`src/rtl/can_pkg.sv`:
```
// Shared CAN CRC definitions: default CRC-15 polynomial, transmit FSM states
// and the single-bit CRC update used by both transmitter and receiver checker.
package can_pkg;

    localparam int          CAN_CRC_W    = 15;
    localparam logic [14:0] CAN_CRC_POLY = 15'h4599;

    typedef enum logic {IDLE, RUN} state_t;

    // Width-generic step on a 16-bit container; bits above w stay zero.
    function automatic logic [15:0] crc_step_w(input logic [15:0] crc, input logic d,
                                               input int w, input logic [15:0] poly);
        logic [15:0] mask;
        logic [15:0] nxt_crc;
        logic        nxt;
        mask    = 16'((17'h1 << w) - 17'h1);
        nxt     = d ^ crc[4'(w - 1)];
        nxt_crc = (crc << 1) & mask;
        if (nxt)
            nxt_crc = nxt_crc ^ (poly & mask);
        return nxt_crc;
    endfunction

    function automatic logic [CAN_CRC_W-1:0] crc_step(input logic [CAN_CRC_W-1:0] crc,
                                                      input logic d);
        logic [15:0] full;
        full = crc_step_w({1'b0, crc}, d, CAN_CRC_W, {1'b0, CAN_CRC_POLY});
        return full[CAN_CRC_W-1:0];
    endfunction

endpackage

```
`src/rtl/lpset6_crc.sv`:
```
// Bit-serial CRC generator for the CAN transmitter: absorbs one bit per clock
// while start is high, pulses done and holds the remainder on r when it drops.
module lpset6_crc
    import can_pkg::*;
#(
    parameter int               CRC_W    = CAN_CRC_W,
    parameter logic [CRC_W-1:0] POLY     = CAN_CRC_POLY,
    parameter logic [CRC_W-1:0] INIT     = '0,
    parameter int               MAX_BITS = 127
) (
    input  logic        clk,
    input  logic        rst,
    input  logic        start,
    input  logic        data,
    output logic        done,
    output logic [15:0] r
);

    localparam int               CNT_W   = $clog2(MAX_BITS + 1);
    localparam logic [CNT_W-1:0] CNT_MAX = CNT_W'(MAX_BITS);
    localparam logic [15:0]      POLY_X  = 16'(POLY);
    localparam logic [15:0]      INIT_X  = 16'(INIT);

    state_t           state;
    logic [CNT_W-1:0] cnt;
    logic [15:0]      crc_q;
    logic             blk;
    logic [15:0]      step_in;
    logic [15:0]      crc_nxt;

    // The first bit of a frame is folded into INIT rather than the held remainder.
    assign step_in = (state == IDLE) ? INIT_X : crc_q;
    assign crc_nxt = crc_step_w(step_in, data, CRC_W, POLY_X);
    assign r       = crc_q;

    always_ff @(posedge clk or posedge rst) begin
        if (rst) begin
            state <= IDLE;
            cnt   <= '0;
            crc_q <= '0;
            done  <= 1'b0;
            blk   <= 1'b0;
        end else begin
            case (state)
                IDLE: begin
                    done <= 1'b0;
                    if (start && !blk) begin
                        crc_q <= crc_nxt;
                        cnt   <= CNT_W'(1);
                        state <= RUN;
                    end
                    if (!start)
                        blk <= 1'b0;
                end
                RUN: begin
                    done <= 1'b0;
                    if (!start) begin
                        done  <= 1'b1;
                        state <= IDLE;
                    end else if (cnt < CNT_MAX) begin
                        crc_q <= crc_nxt;
                        cnt   <= cnt + 1'b1;
                    end else begin
                        // Frame length exhausted: finish, and refuse to restart
                        // until start has been seen low.
                        done  <= 1'b1;
                        blk   <= 1'b1;
                        state <= IDLE;
                    end
                end
                default: state <= IDLE;
            endcase
        end
    end

endmodule

```
`config.mk`:
```
export PLATFORM = sky130hd
export DESIGN_NAME = lpset6_crc
export DESIGN_NICKNAME = d
export VERILOG_FILES = /design/src/rtl/can_pkg.sv /design/src/rtl/lpset6_crc.sv
export SDC_FILE = /design/constraint.sdc
export NUM_CORES = 1
export LEC_CHECK = 0
export BUFFER_PORTS_ARGS = -buffer_cell sky130_fd_sc_hd__buf_2
export CELL_PAD_IN_SITES_DETAIL_PLACEMENT = 1
export CELL_PAD_IN_SITES_GLOBAL_PLACEMENT = 1
export CORE_UTILIZATION = 35
export DETAILED_ROUTE_END_ITERATION = 12
export GPL_TIMING_DRIVEN = 1
export PLACE_DENSITY = 0.76
export SETUP_SLACK_MARGIN = 0.02
export SYNTH_ARGS = -nofsm -noshare
export SYNTH_HDL_FRONTEND = slang
export SYNTH_SLANG_ARGS = --single-unit
```
`constraint.sdc`:
```
create_clock -name clk -period 1.47 [get_ports clk]
set_input_delay 0.147 -clock clk [delete_from_list [all_inputs] [get_ports clk]]
set_output_delay 0.147 -clock clk [all_outputs]
set_load 0.01 [all_outputs]
```
**Word level (Yosys, flattened, before mapping)**

Index checks and enable logic that the tools add are counted.

- Register bits after elaboration: 26
- Output and inout bits: 17

- Add/sub/neg operators: 1
- $lt $le $gt $ge: 1
- Equal/unequal tests: 5
- Muxes and demuxes: 20
- Bitwise logic cells: 1
- Reduce and logical (&&, ||, !) cells: 4

Operators by type and width:

| cell | count |
|---|---|
| 16-bit two-way mux | 3 |
| 16-bit case mux with 2 select lines | 1 |
| 7-bit two-way mux | 3 |
| 14-bit two-way mux | 1 |
| 7-bit case mux with 2 select lines | 1 |
| 1-bit two-way mux | 8 |
| 7-bit by 1-bit adder with 7-bit output (second input constant) | 1 |
| 7-bit less-than comparator (second input constant) | 1 |
| 2-bit != test (second input constant) | 3 |
| 1-bit case mux with 2 select lines | 3 |
| 3-bit AND reduction | 2 |
| 2-bit by 1-bit != test with 1-bit output (second input constant) | 2 |
| 1-bit logical AND | 1 |
| 1-bit logical NOT | 1 |
| 1-bit NOT | 1 |

**Logic depth before layout (Yosys ltp)**

- Depth after elaboration: 4
- Depth in mapped cells: 4
- Depth with buffers taken out: 4

**Worst setup path after synthesis**

OpenSTA, ideal clock, no wires.

- Kind: register to register
- Start: register cnt[0]
- End: register cnt[4]
- Setup time: 0.127 ns
- Data arrival time: 1.221 ns
- Required time: 1.343 ns
- Setup slack: 0.122 ns
- Cell stages (with the launch flop): 5
- Buffers on the path: 0
- Period minus slack after synthesis: 1.348 ns
- Path through: dfrtp_1 -> and3_4 -> a31oi_2 -> nand4_1 -> mux2_1

- Cells in the longest elaborated chain, start to end: 4
- Elaborated cells between the ends (all ways): 7
- Those cells by class: add/sub: 1; order compare: 1; eq/ne: 1; mux: 3; reduce/logical: 1

RTL lines:

| element | RTL line | RTL |
|---|---|---|
| start, declared | lpset6_crc.sv:25 | `logic [CNT_W-1:0] cnt;` |
| start signal, assigned | lpset6_crc.sv:62 | `cnt <= cnt + 1'b1;` |
| 7-bit by 1-bit adder with 7-bit output | lpset6_crc.sv:62 |  |
| 7-bit two-way mux | lpset6_crc.sv:60 | `end else if (cnt < CNT_MAX) begin` |
| 7-bit two-way mux | lpset6_crc.sv:57 | `if (!start) begin` |
| 7-bit case mux with 2 select lines | lpset6_crc.sv:44 | `case (state)` |

Parallel ways exist; a longest one is shown, timed or not. The select of a mux whose other input is x is not followed.
A chain may end at the register's enable or synchronous reset.

**Worst setup path after layout**

Ends and elaborated chain as after synthesis.

==> impl_metrics.yaml <==
outcome:
  status: "finished clean"
worst_setup_path:
  path_class: "reg -> reg"
  cp_data_required_time_ns: 1.62
  cp.arrival_ns: 1.57
  critPathLaunchType: "register"
  crit_fanout: 4
  critPathCaptureType: "register"
timing:
  period_share_pct: 96.7
  finalHoldViolations: 0
  drv_slew: 0
  fmax_ghz: 0.704
  period_needed_ns: 1.42
  setup_viol: 0
  rsz0062_at_grt: "yes"
  skew_ns: 0.00186
cts:
  tritoncts: "yes"
  cts_buffers: 3
  insertion_delay_ns: 0.26
  cts_buffer_depth: 2
  postCtsSetupRepairBufs: 0
  cts-root-buf: "clkbuf_4"
  cts_sinks: 10
  htreeDepth: 1
  path_clk_slew_ns: 0.06
global_routing:
  grt_pass1_wl_mm: 1.84
  grt_antenna_before_repair: 0
  track_usage_pct: 13.4
  grt_pass1_vias: 416
  overflow: 0
  grt_max_degree: 11
drt:
  drc: 0
  vias: 449
  wire_per_inst_um: 13.0
  final_antenna_net_count: 0
  drt-pass1-iter-count: 4
  drt_wl_total_mm: 1.28
  drt_iter0_markers: 12
  via_per_inst: 4.54
floorplan:
  start_util_pct: 37.1
  die_x_um: 44.6
  dieArea_um2: 1990
  core_um2: 1710
  die_y_um: 44.6
  placementRows: 15
  ios: 21
synth:
  synth.avg_cell_area_um2: 9.76
  syn_area_um2: 634
  ys_types: 24
  ys_ff_latch: 10
  synthCells: 65
  ys_seq_area_share_pct: 39.4
  ys_warn_count: 0
placed_design:
  portBuffers: 3
  dp_cells: 95
  gp_congestion: 0.779
layout:
  antenna_cells: 0
  fin_util_pct: 40.4
  num-nets-final: 81
  areaGrowthSynthToFinish_pct: 8.88
  drive_above_1_share_pct: 25.7
  fillers: 208
  fin_cells: 99
  seq_area_um2: 251
  multi_input_area_um2: 323
worst_hold_path:
  hold_class: "in -> reg"
power_and_ir_drop:
  combPwrFrac_pct: 14.8
  power.leakage_nw: 0.327
  switchingPower_uw: 165
  finalPower_uw: 581
  p_seq_share_pct: 53.5
  power_density_nw_per_um2: 841
  p_int_uw: 415
  p_clk_share_pct: 31.6
  worst_ir_drop_vdd_v: 0.000433
  swShare_pct: 28.4
job:
  cap_violations: 0
## per-layer routing
metal | share of wire [%] | vias up | wire, um | global-route usage [%]
li1 | - | 213 | - | -
met1 | 43 | 217 | 546 | 15.6
met2 | 53 | 15 | 675 | 21.2
met3 | 2.3 | 4 | 29 | 1.22
met4 | 2.5 | 0 | 32 | 12.7
met5 | 0 | - | 0 | 0
## cell usage after synthesis
| master | n | area, um2 |
|---|---|---|
| buf_4 | 16 | 120 |
| dfrtp_1 | 10 | 250 |
| o21ai_0 | 6 | 30.0 |
| nand3_1 | 5 | 25.0 |
| inv_1 | 4 | 15.0 |
| nor2_1 | 3 | 11.3 |
| a21oi_1 | 2 | 10.0 |
| nand4_1 | 2 | 12.5 |
| o31ai_1 | 2 | 15.0 |
| a22o_2 | 1 | 10.0 |
| a31oi_2 | 1 | 12.5 |
| and3_1 | 1 | 6.26 |
| and3_4 | 1 | 11.3 |
| conb_1 | 1 | 3.75 |
| ha_1 | 1 | 12.5 |
| mux2_1 | 1 | 11.3 |
| mux2i_1 | 1 | 10.0 |
| nand2_1 | 1 | 3.75 |
| nand2_2 | 1 | 6.26 |
| nor3b_1 | 1 | 7.51 |
| o311ai_4 | 1 | 26.3 |
| or2b_2 | 1 | 8.76 |
| or3_1 | 1 | 6.26 |
| xor2_1 | 1 | 8.76 |
## registers in the layout (all words and copies together) (netlist names)
signal and flops:
state 1, done 1, blk 1, cnt 7
## final timing paths
| check | startpoint | end | slack [ns] | cells after the start |
|---|---|---|---|---|
| setup / recovery | cnt[0] | cnt[4] | 0.05 | 4 |
| min in group asynchronous | rst | cnt[1] | 0.42 | 3 |
| hold / removal | start | done | 0.16 | 2 |
| max in group asynchronous | rst | cnt[3] | 0.74 | 3 |
| hold reg to reg | blk | blk | 0.55 | 2 |
| setup reg to reg | cnt[0] | cnt[4] | 0.05 | 4 |
## layout make-up
cell class | count | area share, %
Clock buffer | 3 | 3.26
Timing Repair Buffer | 7 | 6.88
Sequential cell | 10 | 36.4
Inverter | 4 | 2.17
Multi-Input combinational cell | 50 | 46.7
Tap cell | 25 | 4.53
## worst max-delay path: stages (launching register included)
cell and delay [ns]:
dfrtp_1 0.42, and3_4 0.22, a31oi_4 0.19, nand4_1 0.15, mux2_4 0.32
## stage by stage
| stage | hold slack [ns] | TNS (ns) | setup slack, ns | cell area [um2] |
|---|---|---|---|---|
| after floorplan | -0.0128 | 0 | 0.122 | 691 |
| after global placement | 0.139 | 0 | 0.0662 | 639 |
| after detailed placement | 0.151 | 0 | 0.0477 | 639 |
| after CTS | 0.162 | 0 | 0.0285 | 672 |
| after global routing | 0.185 | -0.0106 | -0.0106 | 691 |
| final | 0.162 | 0 | 0.0489 | 691 |
## placed cells by master, fill, tap and decap left out, types with 2 or more instances in the layout
master    netlist  final
o21ai_0         6      6
and3_4          1      2
conb_1          1     16
nand4_1         2      2
o31ai_1         2      2
inv_1           4      3
buf_4          16      3
buf_2           0      3
dfrtp_1        10      9
clkbuf_4        0      3
a21oi_1         2      2
nor2_1          3      3
nand3_1         5      5
## cell families (layout without fill, tap and decap cells)
kind of cell / after synthesis / after routing / share of synthesized area (%)
AO/OA/AOI/OAI: 13 / 13 / 16.4
buffers and inverters: 20 / 14 / 21.3
AND/OR/NAND/NOR: 17 / 17 / 15.6
flip-flops: 10 / 10 / 39.4
other: 1 / 16 / 0.591
XOR/XNOR: 1 / 1 / 1.38
multiplexers: 2 / 2 / 3.35
adder cells (fa/ha/maj): 1 / 1 / 1.97
## repair_timing
action,4_1_cts,5_1_grt
gates resized for setup,0,5
endpoints found under the setup margin,0,3
endpoints found under the hold margin,10,0
hold buffers,1,0
## power groups by stage
stage | registers [mW] | logic (mW) | clock network, mW
floorplan | 0.311 | 0.0913 | 0
global placement | 0.313 | 0.0783 | 0
detailed placement | 0.316 | 0.0814 | 0
CTS | 0.311 | 0.0839 | 0.190
global route | 0.313 | 0.0961 | 0.197
finish | 0.311 | 0.0862 | 0.184
Power figures use the tool's default switching activity.
